## src/rtl/thermostat_pkg.sv

```systemverilog
// Shared encodings for the thermostat controller: FSM states and operating modes.
package thermostat_pkg;

    typedef enum logic [1:0] {
        ST_IDLE = 2'd0,
        ST_HEAT = 2'd1,
        ST_COOL = 2'd2
    } state_e;

    localparam logic [1:0] MODE_OFF  = 2'd0;
    localparam logic [1:0] MODE_HEAT = 2'd1;
    localparam logic [1:0] MODE_COOL = 2'd2;
    localparam logic [1:0] MODE_AUTO = 2'd3;

endpackage

```

## src/rtl/dwell_timer.sv

```systemverilog
// Minimum-dwell timer: reloads to MIN_DWELL-1 on every state transition and
// counts down to zero; while nonzero it blocks normal (non-forced) transitions.
module dwell_timer #(
    parameter int unsigned MIN_DWELL = 4
) (
    input  logic clk,
    input  logic rst,
    input  logic load,
    output logic active
);

    logic [7:0] cnt_q;

    // Reload on transition, otherwise count down and stop at zero.
    always_ff @(posedge clk) begin
        if (rst) begin
            cnt_q <= 8'd0;
        end else if (load) begin
            cnt_q <= 8'(MIN_DWELL - 1);
        end else if (cnt_q != 8'd0) begin
            cnt_q <= cnt_q - 8'd1;
        end
    end

    assign active = (cnt_q != 8'd0);

endmodule

```

## src/rtl/thermostat_ctrl.sv

```systemverilog
// Registered hysteresis thermostat with runtime setpoint/hysteresis, mode gating,
// forced shutdown on mode change and a compressor-protection dwell timer.
module thermostat_ctrl
    import thermostat_pkg::*;
#(
    parameter int unsigned TEMP_W       = 5,
    parameter int unsigned MIN_DWELL    = 4,
    parameter int unsigned DEF_SETPOINT = 20,
    parameter int unsigned DEF_HYST     = 2
) (
    input  logic              clk,
    input  logic              rst,
    input  logic [TEMP_W-1:0] temperature,
    input  logic [1:0]        mode,
    input  logic              cfg_we,
    input  logic [TEMP_W-1:0] cfg_setpoint,
    input  logic [TEMP_W-1:0] cfg_hyst,
    output logic              heating,
    output logic              cooling,
    output logic [1:0]        state,
    output logic              dwell_active
);

    localparam logic [TEMP_W-1:0] TempMax = '1;

    state_e            state_q, state_d;
    logic              heating_q, cooling_q;
    logic [TEMP_W-1:0] setpoint_q, hyst_q;
    logic [TEMP_W-1:0] thr_lo, thr_hi;
    logic [TEMP_W:0]   hi_sum;
    logic              heat_ok, cool_ok, forced_idle, load;

    // Saturating thresholds so the extremes of the temperature range still trigger.
    always_comb begin
        hi_sum = {1'b0, setpoint_q} + {1'b0, hyst_q};
        thr_lo = (setpoint_q >= hyst_q) ? (setpoint_q - hyst_q) : '0;
        thr_hi = (hi_sum > {1'b0, TempMax}) ? TempMax : hi_sum[TEMP_W-1:0];
    end

    // Next-state decision: forced exits first, then dwell-gated hysteresis.
    always_comb begin
        state_d     = state_q;
        heat_ok     = (mode == MODE_HEAT) || (mode == MODE_AUTO);
        cool_ok     = (mode == MODE_COOL) || (mode == MODE_AUTO);
        forced_idle = ((state_q == ST_HEAT) && !heat_ok) ||
                      ((state_q == ST_COOL) && !cool_ok);
        if (forced_idle) begin
            state_d = ST_IDLE;
        end else if (!dwell_active) begin
            unique case (state_q)
                ST_IDLE: begin
                    // Heat wins when hyst=0 makes both conditions true.
                    if ((temperature <= thr_lo) && heat_ok) begin
                        state_d = ST_HEAT;
                    end else if ((temperature >= thr_hi) && cool_ok) begin
                        state_d = ST_COOL;
                    end
                end
                ST_HEAT: if (temperature >= setpoint_q) state_d = ST_IDLE;
                ST_COOL: if (temperature <= setpoint_q) state_d = ST_IDLE;
                default: state_d = ST_IDLE;
            endcase
        end
        load = (state_d != state_q);
    end

    // State, drive outputs and configuration registers.
    always_ff @(posedge clk) begin
        if (rst) begin
            state_q    <= ST_IDLE;
            heating_q  <= 1'b0;
            cooling_q  <= 1'b0;
            setpoint_q <= TEMP_W'(DEF_SETPOINT);
            hyst_q     <= TEMP_W'(DEF_HYST);
        end else begin
            state_q   <= state_d;
            heating_q <= (state_d == ST_HEAT);
            cooling_q <= (state_d == ST_COOL);
            if (cfg_we) begin
                setpoint_q <= cfg_setpoint;
                hyst_q     <= cfg_hyst;
            end
        end
    end

    dwell_timer #(
        .MIN_DWELL(MIN_DWELL)
    ) u_dwell (
        .clk   (clk),
        .rst   (rst),
        .load  (load),
        .active(dwell_active)
    );

    assign heating = heating_q;
    assign cooling = cooling_q;
    assign state   = state_q;

endmodule
```

## config.mk

```make
export PLATFORM = sky130hd
export DESIGN_NAME = thermostat_ctrl
export DESIGN_NICKNAME = d
export VERILOG_FILES = /design/src/rtl/thermostat_pkg.sv /design/src/rtl/dwell_timer.sv /design/src/rtl/thermostat_ctrl.sv
export SDC_FILE = /design/constraint.sdc
export NUM_CORES = 1
export LEC_CHECK = 0
export BUFFER_PORTS_ARGS = -buffer_cell sky130_fd_sc_hd__buf_2
export CORE_ASPECT_RATIO = 0.7
export CORE_MARGIN = 2
export CORE_UTILIZATION = 40
export DETAILED_ROUTE_END_ITERATION = 8
export GPL_TIMING_DRIVEN = 0
export PLACE_DENSITY = 0.7
export SLEW_MARGIN = 5
export SYNTH_ARGS = -nofsm -noshare
export SYNTH_HDL_FRONTEND = slang
export SYNTH_SLANG_ARGS = --single-unit
```

## constraint.sdc

```tcl
create_clock -name clk -period 7 [get_ports clk]
set_input_delay 0.7 -clock clk [delete_from_list [all_inputs] [get_ports clk]]
set_output_delay 0.7 -clock clk [all_outputs]
set_load 0.03 [all_outputs]
```

==> results of run 1 <==
[area by class of cell]
| type | instances | area, µm² | share of cell area, % |
|---|---|---|---|
| plain buffers | 5 | 20.02 | 1.013 |
| clock buffers | 3 | 41.29 | 2.090 |
| clock inverters | 1 | 30.03 | 1.520 |
| inverters | 19 | 71.32 | 3.610 |
| multi-input cells | 164 | 1187 | 60.10 |
| flip-flops and latches | 22 | 440.4 | 22.29 |
| well taps | 52 | 65.06 | 3.293 |
| repair buffers | 24 | 120.1 | 6.080 |
[layer usage]
| layer | vias up | wire length, µm |
|---|---|---|
| li1 | 792 | - |
| met1 | 664 | 2100 |
| met2 | 37 | 1498 |
| met3 | 4 | 194 |
| met4 | 0 | 33 |
| met5 | - | 0 |
[worst max-delay path by stage]
stage / endpoint / slack [ns] / cells after the start
floorplan: u_dwell.cnt_q[0] / 3.86 / 15
global placement: u_dwell.cnt_q[1] / 3.45 / 15
detailed placement: u_dwell.cnt_q[1] / 3.45 / 15
CTS: u_dwell.cnt_q[0] / 3.42 / 15
global route: u_dwell.cnt_q[1] / 3.10 / 15
finish: u_dwell.cnt_q[0] / 3.35 / 15
[logic make-up (layout without fill, tap and decap cells)]
| family | count (synthesis) | count (layout) | share of synthesized area (%) |
|---|---|---|---|
| and+or+nand+nor | 78 | 78 | 22.71 |
| adders and majority gates | 28 | 28 | 21.25 |
| DFF | 22 | 22 | 25.62 |
| xor gates and xnor gates | 8 | 8 | 4.076 |
| AOI/OAI and AO/OA | 41 | 41 | 15.79 |
| buffers and inverters | 24 | 52 | 5.312 |
| muxes | 9 | 9 | 5.240 |
[metrics by stage]
stage | hold WS (ns) | cells | total power, mW | util, %
3_5_place_dp | 0.5252 | 286 | 0.4434 | 47.40
3_3_place_gp | 0.4879 | 286 | 0.4383 | 47.40
2_1_floorplan | 0.4638 | 210 | 0.3827 | -
5_1_grt | 0.5772 | 290 | 0.6097 | 49.17
4_1_cts | 0.5419 | 290 | 0.5649 | 49.17
6_report | 0.5386 | 290 | 0.5633 | 49.17
[placed cells by master, fill, tap and decap left out, drive strengths merged, types with 6 or more instances in the layout]
cell type  instances
nand2             14
inv               19
nor4               6
dfxtp             22
buf               25
mux2i              9
nor2b              6
nor3               7
clkbuf             7
ha                26
o21ai              8
nor2              26
a21oi             11
[sequential cells by signal, indices dropped and copies added (netlist names)]
name and count:
u_dwell.cnt_q 8, cooling 1, setpoint_q 5, state 2, heating 1, hyst_q 5
[power breakdown]
group	internal, mW	switching [mW]
logic	0.118	0.150
registers	0.150	0.0255
clock network	0.0764	0.0432
total	0.344	0.219
[critical path: stages, from the launching register on]
cell	delay (ns)
dfxtp_1	0.39
inv_1	0.06
ha_1	0.27
clkbuf_1	0.28
o21ai_0	0.21
nand3b_1	0.16
a21o_1	0.12
a21o_1	0.22
nand2_1	0.10
ha_1	0.30
nand2_1	0.10
a211oi_1	0.25
o21bai_1	0.15
o221a_2	0.29
a211o_1	0.36
o31a_1	0.30
==> results_dict.tcl, run 1 <==
set metrics [dict create \
    status "complete, no violations" \
    top_usage_layer "met1" \
    dr.first_iter.drc_count 109 \
    netlist_top_cells_count "ha_1, nor2_1, dfxtp_1" \
    slew_viol_final 0 \
    leakagePower_nw 0.9430 \
    ys.warnings.count 0 \
    io-pin-count 25 \
    synthCells 210 \
    place_area_mm2 0.001904 \
    reg2reg_to "u_dwell.cnt_q[0]" \
    hold_depth 2 \
    syn2layout_area_growth_pct 14.92 \
    drive_above_1_share_pct 14.29 \
    fmax_mhz 274.2 \
    nNetsFinal 287 \
    wl_per_cell_um 13.20 \
    antenna_found_initial 0 \
    slew_headroom_pct 66.11 \
    synthFlopType "dfxtp_1" \
    netlist.top_cell.by_area "dfxtp_1" \
    path_max_fanout 7 \
    diodes 0 \
    ir_worst_vdd_mv 0.1608 \
    grtUsageMet3_pct 1.840 \
    finClkSkew_ns 0.007708 \
    path_clk_slew_ns 0.09 \
    vias 1497 \
    r2r_start "hyst_q[2]" \
    max_cap_violations 0 \
    hold_start "hyst_q[4]" \
    dp_hpwl_um 3128 \
    pre_cts_ws_ns 3.445 \
    synthesis.nets 258 \
    clock_tree.root_cell "clkbuf_8" \
    hold_buffers 0 \
    worst_setup_path_end_kind "flip-flop" \
    grt_pass1_wl_um 6334 \
    async_flop_share_pct 0 \
    core-area_mm2 0.004018 \
    grtUsageMet1_pct 27.30 \
    hold_class "reg2reg" \
    met2_usage_pct 23.85 \
    rows 19 \
    rrSetupSlack_ns 3.35 \
    crit_arrival_ns 3.81 \
    synth-seq-cells 22 \
    drc 0 \
    grt_overflow 0 \
    routed_wl_um 3827 \
    grt_pass1_vias 1326 \
    syn_area_per_cell_um2 8.186 \
    yosys-top-cells-area "dfxtp_1, ha_1, nor2_1, mux2i_1, inv_1" \
    yosys.area.top_type_share_pct 25.62 \
    die_area_mm2 0.004847 \
    cts_htree_levels 1 \
    yosysSeqAreaShare_pct 25.62 \
    fin_setup_tns_ns 0 \
    portBuffers 24 \
    grt_max_degree 14 \
    cts.path.max_buffers 2 \
    power_density_mw_per_mm2 285.1 \
    worstSkewPairLatency_ns 0.27 \
    antenna_left 0 \
    ctsResizeCount 0 \
    whs_endpoint "hyst_q[4]" \
    cp-start-kind "flip-flop" \
    die_w_um 82.36 \
    setup_viol 0 \
    numCtsBuffers 3 \
    cts_setup_buffers 0 \
    start_util_pct 42.79 \
    crit_type "reg2reg" \
    worstMarginPinSlew_ns 0.5083 \
    place_congestion 0.8720 \
    fin_area_mm2 0.001976 \
    critPathLaunch "hyst_q[2]" \
    synth.distinct_cells 39 \
    hold_viol 0 \
    layout_setup_ws_ns 3.353 \
    cp.required_ns 7.16 \
    syn_area_mm2 0.001719 \
    worstRegToRegCells 15 \
    timing.final.crit_share_pct 52.11 \
    die_y_um 58.85 \
    synth_edf_count 0 \
    vias_per_cell 5.162 \
    rsz0062_at_grt "false" \
    first_pass_iters 4 \
    nFillCells 392 \
    cts_tree "done" \
    period_minus_slack_ns 3.647 \
    cts_sinks 22 \
    grt_use_total_pct 17.31 \
]
Note: power is estimated with default switching activity, not from simulation.
==> run 2, diff against run 1 <==
- ABC_AREA: not set -> 1
- PLACE_DENSITY: 0.7 -> 0.72
- clock period: 7 -> 2.95 ns (I/O delays scaled with it)
==> run 2 against run 1 <==
Against the previous run: final cell count grew 21%; register-to-register slack lost 3.5 ns; critical path depth grew 5; via count grew 16%; fmax grew 20%; sequential share of layout area shrank 2.8 points; non-clock buffer count grew 5; the flow now finishes with violations (negative setup slack).
==> results_dict.tcl, run 2 <==
set metrics [dict create \
    hold_class "in2reg" \
    cts.path.max_buffers 2 \
    synthFlopType "dfxtp_1" \
    cts_htree_levels 1 \
    yosys.cell_count.top_type "nand2_1" \
    path_max_fanout 6 \
    synth.distinct_cells 22 \
    die_y_um 59.43 \
    rsz0062_at_grt "true" \
    timing.final.crit_share_pct 103.3 \
    crit_family "simple AND/OR/NAND/NOR gates" \
    netlist_top_cells_count "nand2_1, inv_1, nor2_1" \
    diodes 0 \
    nNetsFinal 344 \
    vias 1737 \
    antenna_found_initial 0 \
    synth_edf_count 0 \
    crit_top_cell "nand2_2" \
    rrSetupSlack_ns -0.1 \
    finClkSkew_ns 0.01056 \
    first_pass_iters 4 \
    layout_commonest_cell "nand2_1" \
    place_area_mm2 0.001939 \
    cp.required_ns 3.11 \
    final_cells 350 \
    clock_tree.root_cell "clkbuf_8" \
    total_power_mw 1.542 \
    syn2layout_area_growth_pct 33.00 \
    io-pin-count 25 \
    rows 20 \
    async_flop_share_pct 0 \
    worst_setup_path_end_kind "flip-flop" \
    yosys-top-cells-area "dfxtp_1, ha_1, nand2_1, inv_1, nor2_1" \
    slew_headroom_pct 72.77 \
    core-area_mm2 0.004279 \
    setup_viol 10 \
    grtUsageMet1_pct 27.03 \
    syn_area_per_cell_um2 6.726 \
    cp_cell_sequence "ha_4 -> inv_2 -> fa_2 -> or2_4 -> nand2_2 -> a21oi_2 -> or2_4 -> a21oi_2 -> ha_1 -> nand2_2 -> nor2_2 -> nand2_1 -> nand3_1 -> nand2_1 -> nor2_1 -> nand2_2 -> o21ai_1 -> nand2_4 -> nand4_4 -> nor2_1" \
    worstSkewPairLatency_ns 0.27 \
    hold_viol 0 \
    grt_pass1_wl_um 7217 \
    leakagePower_nw 1.137 \
    fmax_mhz 328.0 \
    fin_setup_tns_ns -0.6463 \
    synthesis.nets 309 \
    die_area_mm2 0.004943 \
    cpPeakStageDelay_ns 0.39 \
    wl_per_cell_um 13.16 \
    dp_hpwl_um 3182 \
    met2_usage_pct 28.46 \
    synthCells 261 \
    drc 0 \
    fin_area_mm2 0.002335 \
    ys.warnings.count 0 \
    routed_wl_um 4607 \
    regMostFlops "u_dwell.cnt_q" \
    hold_ws_ns 0.2346 \
    max_cap_violations 0 \
    portBuffers 23 \
    antenna_left 0 \
    grt_overflow 0 \
    status "finished with violations" \
    power_density_mw_per_mm2 660.5 \
    layout_setup_ws_ns -0.09854 \
    grtUsageMet3_pct 1.253 \
    cts_sinks 22 \
    numCtsBuffers 3 \
    die_w_um 83.18 \
    largest_reg_flops 8 \
    drive_above_1_share_pct 32.88 \
    synth-seq-cells 22 \
    worstMarginPinSlew_ns 0.4085 \
    reg.largest.list "u_dwell.cnt_q: 8 flops, hyst_q: 5 flops, setpoint_q: 5 flops" \
    yosysSeqAreaShare_pct 25.09 \
    grt_max_degree 14 \
    period_minus_slack_ns 3.049 \
    place_congestion 0.8601 \
    layout_common_cells "nand2_1, inv_1, nor2_1" \
    syn_area_mm2 0.001755 \
    crit_arrival_ns 3.21 \
    grt_pass1_vias 1541 \
    netlist.top_cell.by_area "dfxtp_1" \
    path_clk_slew_ns 0.08 \
    ir_worst_vdd_mv 0.2858 \
    cp.buffers_inverters 1 \
    cp-start-kind "flip-flop" \
    grt_use_total_pct 18.20 \
    start_util_pct 41.02 \
    top_usage_layer "met2" \
    crit_type "reg2reg" \
    slew_viol_final 0 \
    dr.first_iter.drc_count 108 \
    vias_per_cell 4.963 \
    cp_slowest_cell "dfxtp_4" \
    cts_tree "done" \
    dp_cells 339 \
    yosys.area.top_type_share_pct 25.09 \
    failed_checks "negative setup slack" \
]
==> run 2: timing repair <==
| action | in CTS | in global routing |
|---|---|---|
| resized for setup | 35 | 37 |
| pin swaps | 24 | 31 |
| buffers inserted | 6 | 2 |
| setup endpoints to repair | 12 | 12 |
| hold buffers | 0 | 0 |
==> run 2: final cells by class <==
type | count | area, µm²
clock inverter | 1 | 30.03
sequential | 22 | 454.2
timing repair buffer | 31 | 178.9
inverter | 45 | 171.4
multi-input combinational | 190 | 1375
clock buffer | 3 | 41.29
fill | 393 | 1944
tap | 55 | 68.82
buffer | 3 | 15.01
==> run 2: through the flow <==
stage	worst slack, ns	util [%]
after floorplan	0.09978	-
after global placement	-0.2787	45.32
after detailed placement	-0.3128	45.32
after CTS	-0.01222	50.53
after global routing	-0.3199	54.56
final	-0.09854	54.56
==> run 2: path summary, 6_finish.rpt <==
check	from	end	cells after the start
setup / recovery	setpoint_q[0]	u_dwell.cnt_q[3]	20
hold / removal	cfg_setpoint[2]	setpoint_q[2]	3
setup reg to reg	setpoint_q[0]	u_dwell.cnt_q[3]	20
hold reg to reg	hyst_q[3]	hyst_q[3]	2
==> run 2: worst min-delay path, cell delays in order <==
cell and delay (ns):
buf_2 0.07, a21oi_1 0.05, o21ai_0 0.06
==> run 2: per-layer routing <==
layer / wire (µm) / share of wire [%] / vias to the layer above
met4: 60 / 1.3 / 0
met2: 2084 / 45 / 38
met1: 2313 / 50 / 804
met3: 148 / 3.2 / 5
li1: - / - / 890
met5: 0 / 0 / -
==> run 2: cells by family (layout without fill, tap and decap cells) <==
kind of cell | count (synthesis) | after routing | share of synthesized area, %
simple gates | 118 | 118 | 29.37
buf+inv | 49 | 83 | 10.69
compound gates | 38 | 38 | 11.05
fa+ha+maj | 28 | 28 | 20.81
flops | 22 | 22 | 25.09
xor+xnor | 6 | 6 | 2.994
==> run 2: report_power, final <==
part	total, mW	internal (mW)	leakage, nW	switching [mW]
logic	0.857	0.345	0.917	0.512
registers	0.403	0.352	0.183	0.0503
clock network	0.283	0.182	0.0357	0.101
total	1.54	0.879	1.14	0.663
==> run 3, diff against run 2 <==
- MAX_ROUTING_LAYER: not set -> met4
==> run 3 against run 2 <==
Against the previous run: the run still ends with negative setup slack left; die area did not move; design area did not move; critical path depth did not move.
==> results_dict.tcl, run 3 (synthesized netlist as in run 2, its figures left out) <==
set metrics [dict create \
    status "finished with violations" \
    failed_checks "negative setup slack" \
    cp_cell_sequence "ha_4 -> inv_2 -> fa_2 -> or2_4 -> nand2_2 -> a21oi_2 -> or2_4 -> a21oi_2 -> ha_1 -> nand2_2 -> nor2_2 -> nand2_1 -> nand3_1 -> nand2_1 -> nor2_1 -> nand2_2 -> o21ai_1 -> nand2_4 -> nand4_4 -> nor2_1" \
    fmax_mhz 327.4 \
    path_max_fanout 6 \
    slew_headroom_pct 73.21 \
    die_w_um 83.18 \
    path_clk_slew_ns 0.08 \
    vias_per_cell 5.009 \
    portBuffers 23 \
    cp_slowest_cell "dfxtp_4" \
    ir_worst_vdd_mv 0.2861 \
    multi_input_area_mm2 0.001375 \
    antenna_left 0 \
    worstRegToRegCells 20 \
    cp.required_ns 3.11 \
    cp.buffers_inverters 1 \
    cp-start-kind "flip-flop" \
    start_util_pct 41.02 \
    grt_pass1_wl_um 7217 \
    hold_start "cfg_setpoint[2]" \
    die_y_um 59.43 \
    layout_common_cells "nand2_1, inv_1, nor2_1" \
    worstSkewPairLatency_ns 0.27 \
    routed_wl_um 4619 \
    place_congestion 0.8739 \
    fin_setup_tns_ns -0.7053 \
    drc 0 \
    hold_ws_ns 0.2360 \
    wl_per_cell_um 13.20 \
    cts_tree "done" \
    core-area_mm2 0.004279 \
    clock_tree.root_cell "clkbuf_8" \
    diodes 0 \
    largest_reg_flops 8 \
    crit_top_cell "nand2_2" \
    cts_sinks 22 \
    period_minus_slack_ns 3.055 \
    finClkSkew_ns 0.009146 \
    r2r_start "setpoint_q[0]" \
    nNetsFinal 344 \
    reg2reg_to "u_dwell.cnt_q[3]" \
    vias 1753 \
    worstMarginPinSlew_ns 0.4019 \
    rows 20 \
    register_area_um2 454.2 \
    hold_depth 3 \
    crit_type "reg2reg" \
    hold_viol 0 \
    total_power_mw 1.543 \
    place_area_mm2 0.001939 \
    cts_htree_levels 1 \
    layout_setup_ws_ns -0.1045 \
    rsz0062_at_grt "true" \
    syn2layout_area_growth_pct 33.00 \
    dp_cells 339 \
    grt_use_total_pct 18.77 \
    io-pin-count 25 \
    dr.first_iter.drc_count 78 \
    cpPeakStageDelay_ns 0.39 \
    leakagePower_nw 1.137 \
    setup_viol 10 \
    max_cap_violations 0 \
    crit_arrival_ns 3.21 \
    reg.largest.list "u_dwell.cnt_q: 8 flops, hyst_q: 5 flops, setpoint_q: 5 flops" \
    power_density_mw_per_mm2 661.0 \
    antenna_found_initial 0 \
    worst_setup_path_end_kind "flip-flop" \
    first_pass_iters 4 \
    drive_above_1_share_pct 32.88 \
    dp_hpwl_um 3182 \
    timing.final.crit_share_pct 103.5 \
    grt_max_degree 14 \
    slew_viol_final 0 \
    nFillCells 393 \
    layout_commonest_cell "nand2_1" \
    numCtsBuffers 3 \
    fin_util_pct 54.56 \
    crit_family "simple AND/OR/NAND/NOR gates" \
    grt_overflow 0 \
    whs_endpoint "setpoint_q[2]" \
    die_area_mm2 0.004943 \
    rrSetupSlack_ns -0.10 \
    hold_class "in2reg" \
    fin_area_mm2 0.002335 \
    pre_cts_ws_ns -0.3128 \
    regMostFlops "u_dwell.cnt_q" \
    final_cells 350 \
    cts.path.max_buffers 2 \
    grt_pass1_vias 1544 \
]
run 3: cell counts in the layout (fill, tap and decap cells not counted):
No cell type changed its count.
run 3: worst reg2reg max path, delay by kind of cell, from the launching register on:
kind | cells | cell delay, ns
AOI/OAI and AO/OA | 3 | 0.44
adders and majority gates | 3 | 0.65
buffers and inverters | 1 | 0.04
DFF | 1 | 0.39
and+or+nand+nor | 13 | 1.43
run 3: how the worst max path moves through the flow:
stage | to | depth (start not counted) | startpoint
6_report | u_dwell.cnt_q[3] | 20 | setpoint_q[0]
5_1_grt | u_dwell.cnt_q[4] | 23 | hyst_q[2]
4_1_cts | u_dwell.cnt_q[2] | 21 | hyst_q[0]
3_5_place_dp | u_dwell.cnt_q[2] | 26 | hyst_q[2]
3_3_place_gp | u_dwell.cnt_q[2] | 26 | hyst_q[2]
2_1_floorplan | u_dwell.cnt_q[6] | 26 | hyst_q[2]
run 3: area by class of cell:
class / count / share of cell area, %
multi-input cells: 190 / 58.90
flip-flops and latches: 22 / 19.45
repair buffers: 31 / 7.663
inverters: 45 / 7.342
well taps: 55 / 2.947
clock buffers: 3 / 1.768
clock inverters: 1 / 1.286
plain buffers: 3 / 0.6431
run 3: what timing repair did:
action / 4_1_cts / 5_1_grt
hold buffers: 0 / 0
hold endpoints to repair: 0 / 0
pin swaps: 24 / 31
endpoints found under the setup margin: 12 / 12
buffers inserted: 6 / 2
resized for setup: 35 / 37
run 3: report_power, final:
part | leakage, nW | switching, mW | internal, mW
clock network | 0.0357 | 0.101 | 0.182
registers | 0.183 | 0.0503 | 0.352
logic | 0.917 | 0.513 | 0.345
run 3: routing by layer:
layer	GRT usage, %	wire length [µm]	vias up
li1	-	-	894
met1	27.03	2277	798
met2	28.46	2074	52
met3	1.253	183	9
met4	5.621	83	0
met5	-	0	-
